**src/rtl/cpu_pkg.sv**
```systemverilog
// Shared constants for the 8-bit RISC CPU: opcode values, controller phase
// encodings and a small opcode classification helper.
package cpu_pkg;

  localparam logic [2:0] HLT = 3'b000;
  localparam logic [2:0] SKZ = 3'b001;
  localparam logic [2:0] ADD = 3'b010;
  localparam logic [2:0] AND = 3'b011;
  localparam logic [2:0] XOR = 3'b100;
  localparam logic [2:0] LDA = 3'b101;
  localparam logic [2:0] STO = 3'b110;
  localparam logic [2:0] JMP = 3'b111;

  // Controller phases, one per clock, visited in this order and wrapping.
  typedef enum logic [2:0] {
    INST_ADDR  = 3'd0,
    INST_FETCH = 3'd1,
    INST_LOAD  = 3'd2,
    IDLE       = 3'd3,
    OP_ADDR    = 3'd4,
    OP_FETCH   = 3'd5,
    ALU_OP     = 3'd6,
    STORE      = 3'd7
  } state_t;

  // Instructions that read a memory operand and write the accumulator.
  function automatic logic is_aluop(input logic [2:0] op);
    return (op == ADD) || (op == AND) || (op == XOR) || (op == LDA);
  endfunction

endpackage

```
**src/rtl/risc_controller.sv**
```systemverilog
// Sequencing controller for the 8-bit RISC CPU. An 8-phase Moore machine
// steps once per clock; control strobes are decoded combinationally from the
// current phase, qualified by the opcode (and is_zero for SKZ).
// dbg_state mirrors the current phase for observation only.
module risc_controller
  import cpu_pkg::*;
(
  input  logic       clk,
  input  logic       rst,
  input  logic [2:0] opcode,
  input  logic       is_zero,
  output logic       sel,
  output logic       rd,
  output logic       ld_ir,
  output logic       halt,
  output logic       inc_pc,
  output logic       ld_ac,
  output logic       ld_pc,
  output logic       wr,
  output logic       data_e,
  output logic [2:0] dbg_state
);

  state_t state_q;
  state_t state_d;
  logic   aluop;

  assign aluop     = is_aluop(opcode);
  assign dbg_state = state_q;

  // Phase register; an active-low reset aborts any instruction in flight.
  always_ff @(posedge clk or negedge rst) begin
    if (!rst) state_q <= INST_ADDR;
    else      state_q <= state_d;
  end

  // Unconditional advance through the eight phases, STORE wrapping to INST_ADDR.
  always_comb begin
    state_d = INST_ADDR;
    case (state_q)
      INST_ADDR:  state_d = INST_FETCH;
      INST_FETCH: state_d = INST_LOAD;
      INST_LOAD:  state_d = IDLE;
      IDLE:       state_d = OP_ADDR;
      OP_ADDR:    state_d = OP_FETCH;
      OP_FETCH:   state_d = ALU_OP;
      ALU_OP:     state_d = STORE;
      STORE:      state_d = INST_ADDR;
      default:    state_d = INST_ADDR;
    endcase
  end

  // Strobe decode: every output defaults low so only the listed ones fire.
  always_comb begin
    sel    = 1'b0;
    rd     = 1'b0;
    ld_ir  = 1'b0;
    halt   = 1'b0;
    inc_pc = 1'b0;
    ld_ac  = 1'b0;
    ld_pc  = 1'b0;
    wr     = 1'b0;
    data_e = 1'b0;
    case (state_q)
      INST_ADDR: begin
        sel = 1'b1;
      end
      INST_FETCH: begin
        sel = 1'b1;
        rd  = 1'b1;
      end
      INST_LOAD, IDLE: begin
        sel   = 1'b1;
        rd    = 1'b1;
        ld_ir = 1'b1;
      end
      OP_ADDR: begin
        inc_pc = 1'b1;
        halt   = (opcode == HLT);
      end
      OP_FETCH: begin
        rd = aluop;
      end
      ALU_OP: begin
        rd     = aluop;
        inc_pc = (opcode == SKZ) && is_zero;
        ld_pc  = (opcode == JMP);
        data_e = (opcode == STO);
      end
      STORE: begin
        rd     = aluop;
        ld_ac  = aluop;
        ld_pc  = (opcode == JMP);
        wr     = (opcode == STO);
        data_e = (opcode == STO);
      end
      default: begin
        sel = 1'b0;
      end
    endcase
  end

endmodule

```
**config.mk**
```make
export PLATFORM = sky130hd
export DESIGN_NAME = risc_controller
export DESIGN_NICKNAME = d
export VERILOG_FILES = /design/src/rtl/cpu_pkg.sv /design/src/rtl/risc_controller.sv
export SDC_FILE = /design/constraint.sdc
export NUM_CORES = 1
export LEC_CHECK = 0
export ABC_AREA = 1
export CAP_MARGIN = 20
export CORE_AREA = 2 2 39 41
export DETAILED_ROUTE_END_ITERATION = 8
export DIE_AREA = 0 0 41 43
export PLACE_DENSITY = 0.5
export SLEW_MARGIN = 20
export SYNTH_ARGS = -nofsm -noshare
export SYNTH_HDL_FRONTEND = slang
export SYNTH_SLANG_ARGS = --single-unit
export TNS_END_PERCENT = 30
```
**constraint.sdc**
```tcl
create_clock -name clk -period 2 [get_ports clk]
set_input_delay 0.3 -clock clk [delete_from_list [all_inputs] [get_ports clk]]
set_output_delay 0.3 -clock clk [all_outputs]
set_load 0.005 [all_outputs]
```
---- After elaboration in Yosys (flattened, before gate mapping) ----
Memories as Yosys holds them, arrays and structs flattened. A register that Yosys moved wholly into a read port is not among the register bits.
Index checks and enable logic that the tools add are counted.
word-level totals
  register bits after elaboration ......... 0
  ROM bits ................................ 24
  output and inout bits ................... 12
  logic and storage cells ................. 36
  memories ................................ 1
memories
  name             words  width  rd ports  clocked after Yosys merged registers in  write ports  line                   text
  (no name shown)  8      3      1         1                                        0            risc_controller.sv:40  case (state_q)
cells by class
  eq/ne operators ......................... 14
  muxes and demuxes ....................... 9
  reduce and logical (&&, ||, !) cells .... 12
operators with widths
  cell                                                 count
  equality test 3 bit, second input constant           8
  equality test 3 x 2 -> 1 bit, second input constant  4
  two-way mux 1 bit                                    7
  equality test 3 x 1 -> 1 bit, second input constant  2
  zero test 3 bit                                      2
  OR reduction 3 bit                                   2
  one-hot mux 1 bit (2 select lines)                   2
  OR reduction 2 bit                                   2
  OR reduction 4 bit                                   1
  logical OR 1 bit                                     3
  logical AND 1 bit                                    1
  zero test 1 bit                                      1

---- Depth between registers and ports, before layout ----
Gate-level depths: netlist of the first run.
  depth in word-level cells ............... 5
  mapped depth ............................ 6
  gate-level depth less buffers ........... 6

---- Least setup slack after synthesis of the first run ----
Ideal clock, no wire load.
  kind .................................... register to output
  from .................................... reg state_q[0] (netlist: dbg_state[0])
  to ...................................... out sel
  data arrival time ....................... 1023 ps
  setup slack ............................. 677 ps
  stages on the path, launching flop included .. 7
  cell sequence ........................... dfrtp_1 > inv_1 > ha_1 > nor2_1 > nand2_1 > nor2_1 > nor2_1
on the way
  longest elaborated chain between the ends .. 3
RTL lines
  element                                               line                   text
  from (decl)                                           risc_controller.sv:24  state_t state_q;
  equality test 3 x 2 -> 1 bit (tied with other cells)  risc_controller.sv:64  case (state_q)
  OR reduction 4 bit (no source line) (*)               -
  two-way mux 1 bit (*)                                 risc_controller.sv:64
  to (decl)                                             risc_controller.sv:12  output logic sel,
Every way passes the cells marked *; elsewhere a longest branch is shown, timed or not.

---- Final worst setup path of the first run ----
  from .................................... reg state_q[1] (netlist: dbg_state[1])
  to ...................................... out ld_ac
on the way
  longest elaborated chain between the ends .. 2
RTL lines
  element              line                   text
  equality test 3 bit  risc_controller.sv:64
  two-way mux 1 bit    risc_controller.sv:64
  to (decl)            risc_controller.sv:17  output logic ld_ac,
Every way passes these cells.

==> impl_summary.txt, run 1 <==
----------------------------------------------------
[Run status]
  Status ... complete, no violations

[Floorplan]
  Die Footprint ... ~1800 sq um
  Height of the die ... roughly 43 um
  # IOs ... 18
  Standard-cell row count ... 14
  Starting utilization of the core area ... around 23%
  Die Wd ... roughly 41 um
  Placeable Area ... ~1400 sq um

[Timing]
  Fmax ... about 530 MHz
  Max Transition Viols Final ... 0
  Period Utilization, post-route ... roughly 95%
  Setup TNS Final ... 0 ns
  RSZ-0062 raised after global routing ... true
  Worst clock skew on the final layout ... 0.0000651 ns
  Relative slew slack ... approximately 80%
  Crit path time final ... roughly 1.9 ns
  Least-Margin Pin Slew ... 0.302 ns
  Final hold viol count ... 0
  Final critical-path setup slack ... roughly 0.096 ns
  Setup violations, final ... 0

[Global routing]
  Initial antenna violation count ... 0
  Global-route congestion overflow total ... 0
  Pin count of the biggest net entering global routing ... 11
  Global-route wire length before repair ... 1050 um
  Vias in the first global route ... 307
  GRT Util Overall ... a little over 9%

[Logic synthesis]
  Synthesized area per cell ... ~6.7 sq um
  Main area contributors after synthesis ... sky130_fd_sc_hd__dfrtp_1, sky130_fd_sc_hd__ha_1, sky130_fd_sc_hd__nor2_1, sky130_fd_sc_hd__inv_1, sky130_fd_sc_hd__nand2_1
  Number of flip-flops and latches in the synthesized netlist ... 3
  Proportion of synthesized chip area in sequential cells ... 24.0%
  Yosys warning count ... 0
  Total standard cell area after synthesis ... ~310 sq um
  Cell count after synthesis ... 47
  Share of the synthesized area in the top cell type ... a little under a quarter
  Number of distinct library cells after synthesis ... 14
  Cell taking the most area after synthesis ... sky130_fd_sc_hd__dfrtp_1
  Synthesized netlist net count ... just under 60

[Finish]
  Diodes inserted ... 0
  Leading cell type in the layout, fill and taps excluded ... sky130_fd_sc_hd__clkdlybuf4s50_1
  Largest register FFs ... 3
  Area Growth Syn to Fin ... 78.0%
  Fill cell count ... between 150 and 200
  Total Nets Final ... 80
  Fraction of final layout cells sized beyond drive strength 1 ... approximately a fifth
  Top library cells by usage in the layout, fill and taps aside ... sky130_fd_sc_hd__clkdlybuf4s50_1, sky130_fd_sc_hd__nor2_1, sky130_fd_sc_hd__nand2_1

[Worst setup path]
  Category of the worst setup path capture point ... output pin
  Data required time at the worst endpoint ... 1.70 ns
  Path depth of the worst reg2reg path ... 4
  Reg-to-Reg Start ... dbg_state[0]
  Critical register-to-register path endpoint ... dbg_state[0]
  Kind of start point of the critical path ... flip-flop
  Reg2reg setup slack ... between 0.9 and 1 ns
  Arrival time of the worst setup path ... 1.60 ns
  Crit Path Class ... flip-flop to output pin
  Critical path fanouts, max ... 4

[Min path]
  Path class of the lowest-slack min-delay path ... input pin to async pin

[Placed design]
  GP Congestion ... approximately 0.64
  Worst Setup Slack post-DPL ... 0.0711 ns
  Final HPWL from detailed placement ... between 500 and 600 um
  Number of buffer cells added on primary ports ... 17

[Clocking]
  Post-CTS clock slew at the launch and capture registers of the worst setup and hold paths ... roughly 0.03 ns
  Clock buffers created by TritonCTS ... 3
  Master cell of the clock root buffer ... sky130_fd_sc_hd__clkbuf_4
  Number of hold-repair buffers added at the cts stage ... 0
  H-tree lvl count ... 1
  Buffer levels on the longest clock path ... 2
  CTS tree ... built
  CTS sink cnt ... 3
  Clock insertion delay at the later pin of the skew report ... around 0.23 ns

[Pwr]
  Maximum VDD drop ... 0.238 mV
  Switching share of power ... approximately a fifth
  Clock power frac ... 56.3%
  Power per Cell Area ... around 330 nW/um^2
  Internal ... 0.000147 W
  Switching power summed over all nets ... 0.0000390 W
  Combinational power share ... a little over a tenth
  Part of the total power dissipated in sequential elements ... between 30% and 40%
  Static Leak ... roughly 0.29 nW

[Detailed routing]
  Detail-routed via count per cell ... 4.10
  Post-route DRC ... 0
  Final WL ... 691 um
  Routed wire length per instance ... about 8.2 um
  Antenna Nets Post-Route ... 0
  Vias ... roughly 340
  First-iteration detailed-routing DRC count ... 0
  First-pass iteration count of the detailed router ... 1

[Flow run]
  Max-cap violations ... 0

----------------------------------------------------
[cells by family (layout without fill, tap and decap cells)]
| group | after synthesis | after routing | share of synthesized area, % |
|---|---|---|---|
| flops | 3 | 3 | 24.0 |
| xor+xnor | 1 | 1 | 2.80 |
| compound gates | 3 | 3 | 5.60 |
| buf+inv | 10 | 31 | 14.4 |
| fa+ha+maj | 5 | 5 | 20.0 |
| simple gates | 25 | 25 | 33.2 |
[metal layers]
layer | part of all wire, % | vias to the layer above | track usage [%] | wire length, um
met2 | 52 | 12 | 15.0 | 356
met1 | 40 | 147 | 8.12 | 279
met5 | 0 | - | 0 | 0
met3 | 5.9 | 2 | 3.14 | 41
li1 | - | 183 | - | -
met4 | 2.0 | 0 | 8.00 | 14
[final cells by class]
cell class	instances	area, sq um	area share (%)
clock buffer	4	26.3	4.72
inverter	9	33.8	6.07
multi-input combinational	34	213	38.2
sequential	3	76.3	13.7
tap	16	20.0	3.60
timing repair buffer	18	188	33.7
[power groups by stage]
| stage | clock network [W] | registers (W) | logic (W) |
|---|---|---|---|
| CTS | 0.000111 | 0.0000610 | 0.0000204 |
| global route | 0.000120 | 0.0000610 | 0.0000221 |
| floorplan | 0 | 0.0000618 | 0.00000649 |
| global placement | 0 | 0.0000618 | 0.0000204 |
| detailed placement | 0 | 0.0000618 | 0.0000201 |
| finish | 0.000105 | 0.0000611 | 0.0000200 |
[worst max-delay path, stage by stage, from the launching register on]
cell,delay [ns]
sky130_fd_sc_hd__dfrtp_2,0.41
sky130_fd_sc_hd__ha_2,0.24
sky130_fd_sc_hd__nand2_1,0.08
sky130_fd_sc_hd__a21oi_1,0.13
sky130_fd_sc_hd__clkdlybuf4s50_1,0.51
[how the worst max path moves through the flow]
stage,to,cells after the start,from
2_1_floorplan,sel,6,dbg_state[0]
3_3_place_gp,rd,7,opcode[2]
3_5_place_dp,rd,6,opcode[1]
4_1_cts,halt,5,dbg_state[1]
5_1_grt,ld_ac,4,dbg_state[1]
6_report,ld_ac,4,dbg_state[1]
[synthesized netlist by cell type]
master	n
sky130_fd_sc_hd__a21oi_1	1
sky130_fd_sc_hd__buf_6	1
sky130_fd_sc_hd__dfrtp_1	3
sky130_fd_sc_hd__ha_1	5
sky130_fd_sc_hd__inv_1	8
sky130_fd_sc_hd__inv_2	1
sky130_fd_sc_hd__nand2_1	8
sky130_fd_sc_hd__nand2_2	1
sky130_fd_sc_hd__nand3_1	4
sky130_fd_sc_hd__nor2_1	11
sky130_fd_sc_hd__nor2_2	1
sky130_fd_sc_hd__o211ai_1	1
sky130_fd_sc_hd__o21ai_0	1
sky130_fd_sc_hd__xor2_1	1
[what timing repair did]
action / CTS / global route
resized for setup: 5 / 8
buffers inserted: 1 / 0
endpoints found under the setup margin: 5 / 8
pin swaps: 0 / 1
[through the flow]
stage / util [%] / cell area [sq um] / hold slack (ns) / total power (W) / instances
finish: 40.2 / 557 / 0.245 / 0.000186 / 84
CTS: 39.2 / 543 / 0.238 / 0.000193 / 84
global route: 40.2 / 557 / 0.231 / 0.000203 / 84
detailed placement: 35.5 / 492 / 0.489 / 0.0000819 / 79
floorplan: - / 313 / 0.00441 / 0.0000683 / 47
global placement: 35.5 / 492 / 0.490 / 0.0000822 / 79
Power figures use the tool's default switching activity.
==> run 2: changes to the inputs <==
- SLEW_MARGIN: 20 -> not set
==> results of run 2 <==
No change in the layout: final DEF, timing and power equal those of run 1.
==> run 3: changes to the inputs <==
- clock period: 2 -> 2.2 ns (I/O delays scaled with it)
==> impl_summary.txt, run 3 (synthesis results as in run 1) <==
----------------------------------------------------
[Timing]
  RSZ-0062 raised after global routing ... false
  Relative slew slack ... 80.1% (+0.23 points)
  Max Transition Viols Final ... 0 (unchanged)
  Setup TNS Final ... 0 ns (unchanged)
  Period Utilization, post-route ... roughly 94%
  Fmax ... approximately 480 MHz
  Least-Margin Pin Slew ... 0.299 ns (-0.00344 ns)
  Final hold viol count ... 0 (unchanged)
  Worst clock skew on the final layout ... 0.0000625 ns (-0.00000251 ns)
  Setup violations, final ... 0 (unchanged)
  Crit path time final ... 2.07 ns

[Placed design]
  Number of buffer cells added on primary ports ... 17 (unchanged)
  GP Congestion ... 0.639 (unchanged)
  Final HPWL from detailed placement ... 553 um (unchanged)

[Global routing]
  GRT Util Overall ... 8.66% (-0.50 points)
  Vias in the first global route ... 296 (-3.6%)
  Pin count of the biggest net entering global routing ... 11 (unchanged)
  Initial antenna violation count ... 0 (unchanged)
  Global-route congestion overflow total ... 0 (unchanged)
  Global-route wire length before repair ... 986 um (-5.9%)

[Finish]
  Total Nets Final ... 79 (-1.3%)
  Largest register FFs ... 3 (unchanged)
  Final Util ... 37.8% (-2.4 points)
  Area Growth Syn to Fin ... 67.2%
  Fraction of final layout cells sized beyond drive strength 1 ... 11.9% (-8.6 points)
  Fill cell count ... 169 (+5.0%)
  Diodes inserted ... 0 (unchanged)
  Leading cell type in the layout, fill and taps excluded ... sky130_fd_sc_hd__clkdlybuf4s50_1
  Top library cells by usage in the layout, fill and taps aside ... sky130_fd_sc_hd__clkdlybuf4s50_1, sky130_fd_sc_hd__nor2_1, sky130_fd_sc_hd__inv_1, sky130_fd_sc_hd__nand2_1

[Worst setup path]
  Kind of cell adding the most delay to the critical path ... buffers and inverters
  Critical path fanouts, max ... 5 (+1)
  Ordered cell list for the critical path ... inv_1, ha_2, nand2_2, nor2_2, nand3_1, nand2_1, clkdlybuf4s50_1
  Kind of start point of the critical path ... flip-flop
  Path depth of the worst reg2reg path ... 4 (unchanged)
  Critical path buffers and inverters ... 2 (+1)
  Critical Path End ... inc_pc
  Number of gates on the worst path with buffers counted ... 7 (+3)
  Slowest cell on the critical path ... sky130_fd_sc_hd__clkdlybuf4s50_1
  Reg2reg setup slack ... 1.13 ns (+0.15 ns)
  Data required time at the worst endpoint ... 1.87 ns (+0.17 ns)
  Critical register-to-register path endpoint ... dbg_state[0]
  Crit Path Class ... flip-flop to output pin
  Reg-to-Reg Start ... dbg_state[0]
  Arrival time of the worst setup path ... 1.74 ns (+0.14 ns)
  Timing startpoint of the critical path ... dbg_state[0]
  Largest stage delay on the critical path ... 0.49 ns (-0.02 ns)
  Category of the worst setup path capture point ... output pin

[Clocking]
  Master cell of the clock root buffer ... sky130_fd_sc_hd__clkbuf_4
  Clock insertion delay at the later pin of the skew report ... 0.23 ns (about the same)
  CTS sink cnt ... 3 (unchanged)
  Post-CTS clock slew at the launch and capture registers of the worst setup and hold paths ... 0.03 ns (about the same)
  Buffer levels on the longest clock path ... 2 (unchanged)
  Number of hold-repair buffers added at the cts stage ... 0 (unchanged)
  CTS tree ... built
  Clock buffers created by TritonCTS ... 3 (unchanged)
  H-tree lvl count ... 1 (unchanged)

[Pwr]
  Clock power frac ... 56.3% (about the same)
  Static Leak ... 0.255 nW (-12%)
  Switching power summed over all nets ... 0.0000355 W (-9.1%)
  Switching share of power ... 21.0% (about the same)
  Power per Cell Area ... 323 nW/um^2 (-3.2%)
  Internal ... 0.000133 W (-9.1%)
  Maximum VDD drop ... 0.217 mV (-8.8%)
  Combinational power share ... 10.8% (about the same)
  Part of the total power dissipated in sequential elements ... 32.9% (about the same)

[Floorplan]
  Die Wd ... 41 um (unchanged)
  Standard-cell row count ... 14 (unchanged)
  Height of the die ... 43 um (unchanged)
  Placeable Area ... 1380 sq um (unchanged)
  # IOs ... 18 (unchanged)
  Die Footprint ... 1760 sq um (unchanged)
  Starting utilization of the core area ... 22.6% (unchanged)

[Flow run]
  Max-cap violations ... 0 (unchanged)

[Run status]
  Status ... complete, no violations

[Detailed routing]
  First-iteration detailed-routing DRC count ... 0 (unchanged)
  Vias ... 334 (-2.9%)
  Antenna Nets Post-Route ... 0 (unchanged)
  Post-route DRC ... 0 (unchanged)
  Routed wire length per instance ... 7.89 um (-4.1%)
  Detail-routed via count per cell ... 4.02 (-1.7%)
  Final WL ... 655 um (-5.2%)
  First-pass iteration count of the detailed router ... 1 (unchanged)

[Min path]
  Path class of the lowest-slack min-delay path ... input pin to async pin

----------------------------------------------------
-- run 3: routing by layer --
| layer | vias to the layer above | share of wire, % | track usage (%) |
|---|---|---|---|
| met5 | - | 0 | 0 |
| met4 | 0 | 2.1 | 8.00 |
| met3 | 2 | 6.0 | 3.14 |
| met2 | 12 | 51 | 14.1 |
| met1 | 139 | 41 | 7.47 |
| li1 | 181 | - | - |
-- run 3: power by group through the flow --
| stage | Combinational (W) | Clock, W | Sequential, W |
|---|---|---|---|
| 5_1_grt | 0.0000201 | 0.000109 | 0.0000554 |
| 3_3_place_gp | 0.0000185 | 0 | 0.0000562 |
| 6_report | 0.0000182 | 0.0000951 | 0.0000555 |
| 3_5_place_dp | 0.0000183 | 0 | 0.0000562 |
| 4_1_cts | 0.0000185 | 0.000101 | 0.0000555 |
| 2_1_floorplan | 0.00000590 | 0 | 0.0000562 |
-- run 3: worst min-delay path by stage --
stage | startpoint | to | slack (ns) | depth (start not counted)
final | rst | dbg_state[0] | 0.28 | 1
after floorplan | rst | dbg_state[0] | 0.03 | 0
after global routing | rst | dbg_state[1] | 0.26 | 1
after CTS | rst | dbg_state[1] | 0.27 | 1
after detailed placement | rst | dbg_state[1] | 0.52 | 1
after global placement | rst | dbg_state[1] | 0.52 | 1
-- run 3: final cells by class --
cell class,count,area (sq um),share of cell area (%)
Inverter,9,33.8,6.46
Sequential cell,3,75.1,14.4
Timing Repair Buffer,17,170,32.5
Clock buffer,4,26.3,5.02
Multi-Input combinational cell,34,198,37.8
Tap cell,16,20.0,3.83
-- run 3: worst register-to-register path: stages (launching register included) --
cell and delay [ns]:
sky130_fd_sc_hd__dfrtp_1 0.40, sky130_fd_sc_hd__inv_1 0.10, sky130_fd_sc_hd__ha_1 0.22, sky130_fd_sc_hd__nand2_1 0.11
sky130_fd_sc_hd__o211ai_1 0.10
-- run 3: per-stage QoR --
step	hold WS, ns	cells	cell area, sq um	power (W)	setup WS [ns]
finish	0.275	83	523	0.000169	0.126
global route	0.261	83	523	0.000184	0.0138
CTS	0.268	83	518	0.000175	0.0753
detailed placement	0.519	79	492	0.0000745	0.211
global placement	0.520	79	492	0.0000747	0.209
floorplan	0.0344	47	313	0.0000621	0.847
-- run 3: timing repair --
| action | CTS | global route |
|---|---|---|
| endpoints found under the setup margin | 0 | 1 |
| buffers inserted | 0 | 0 |
| gates resized for setup | 0 | 2 |
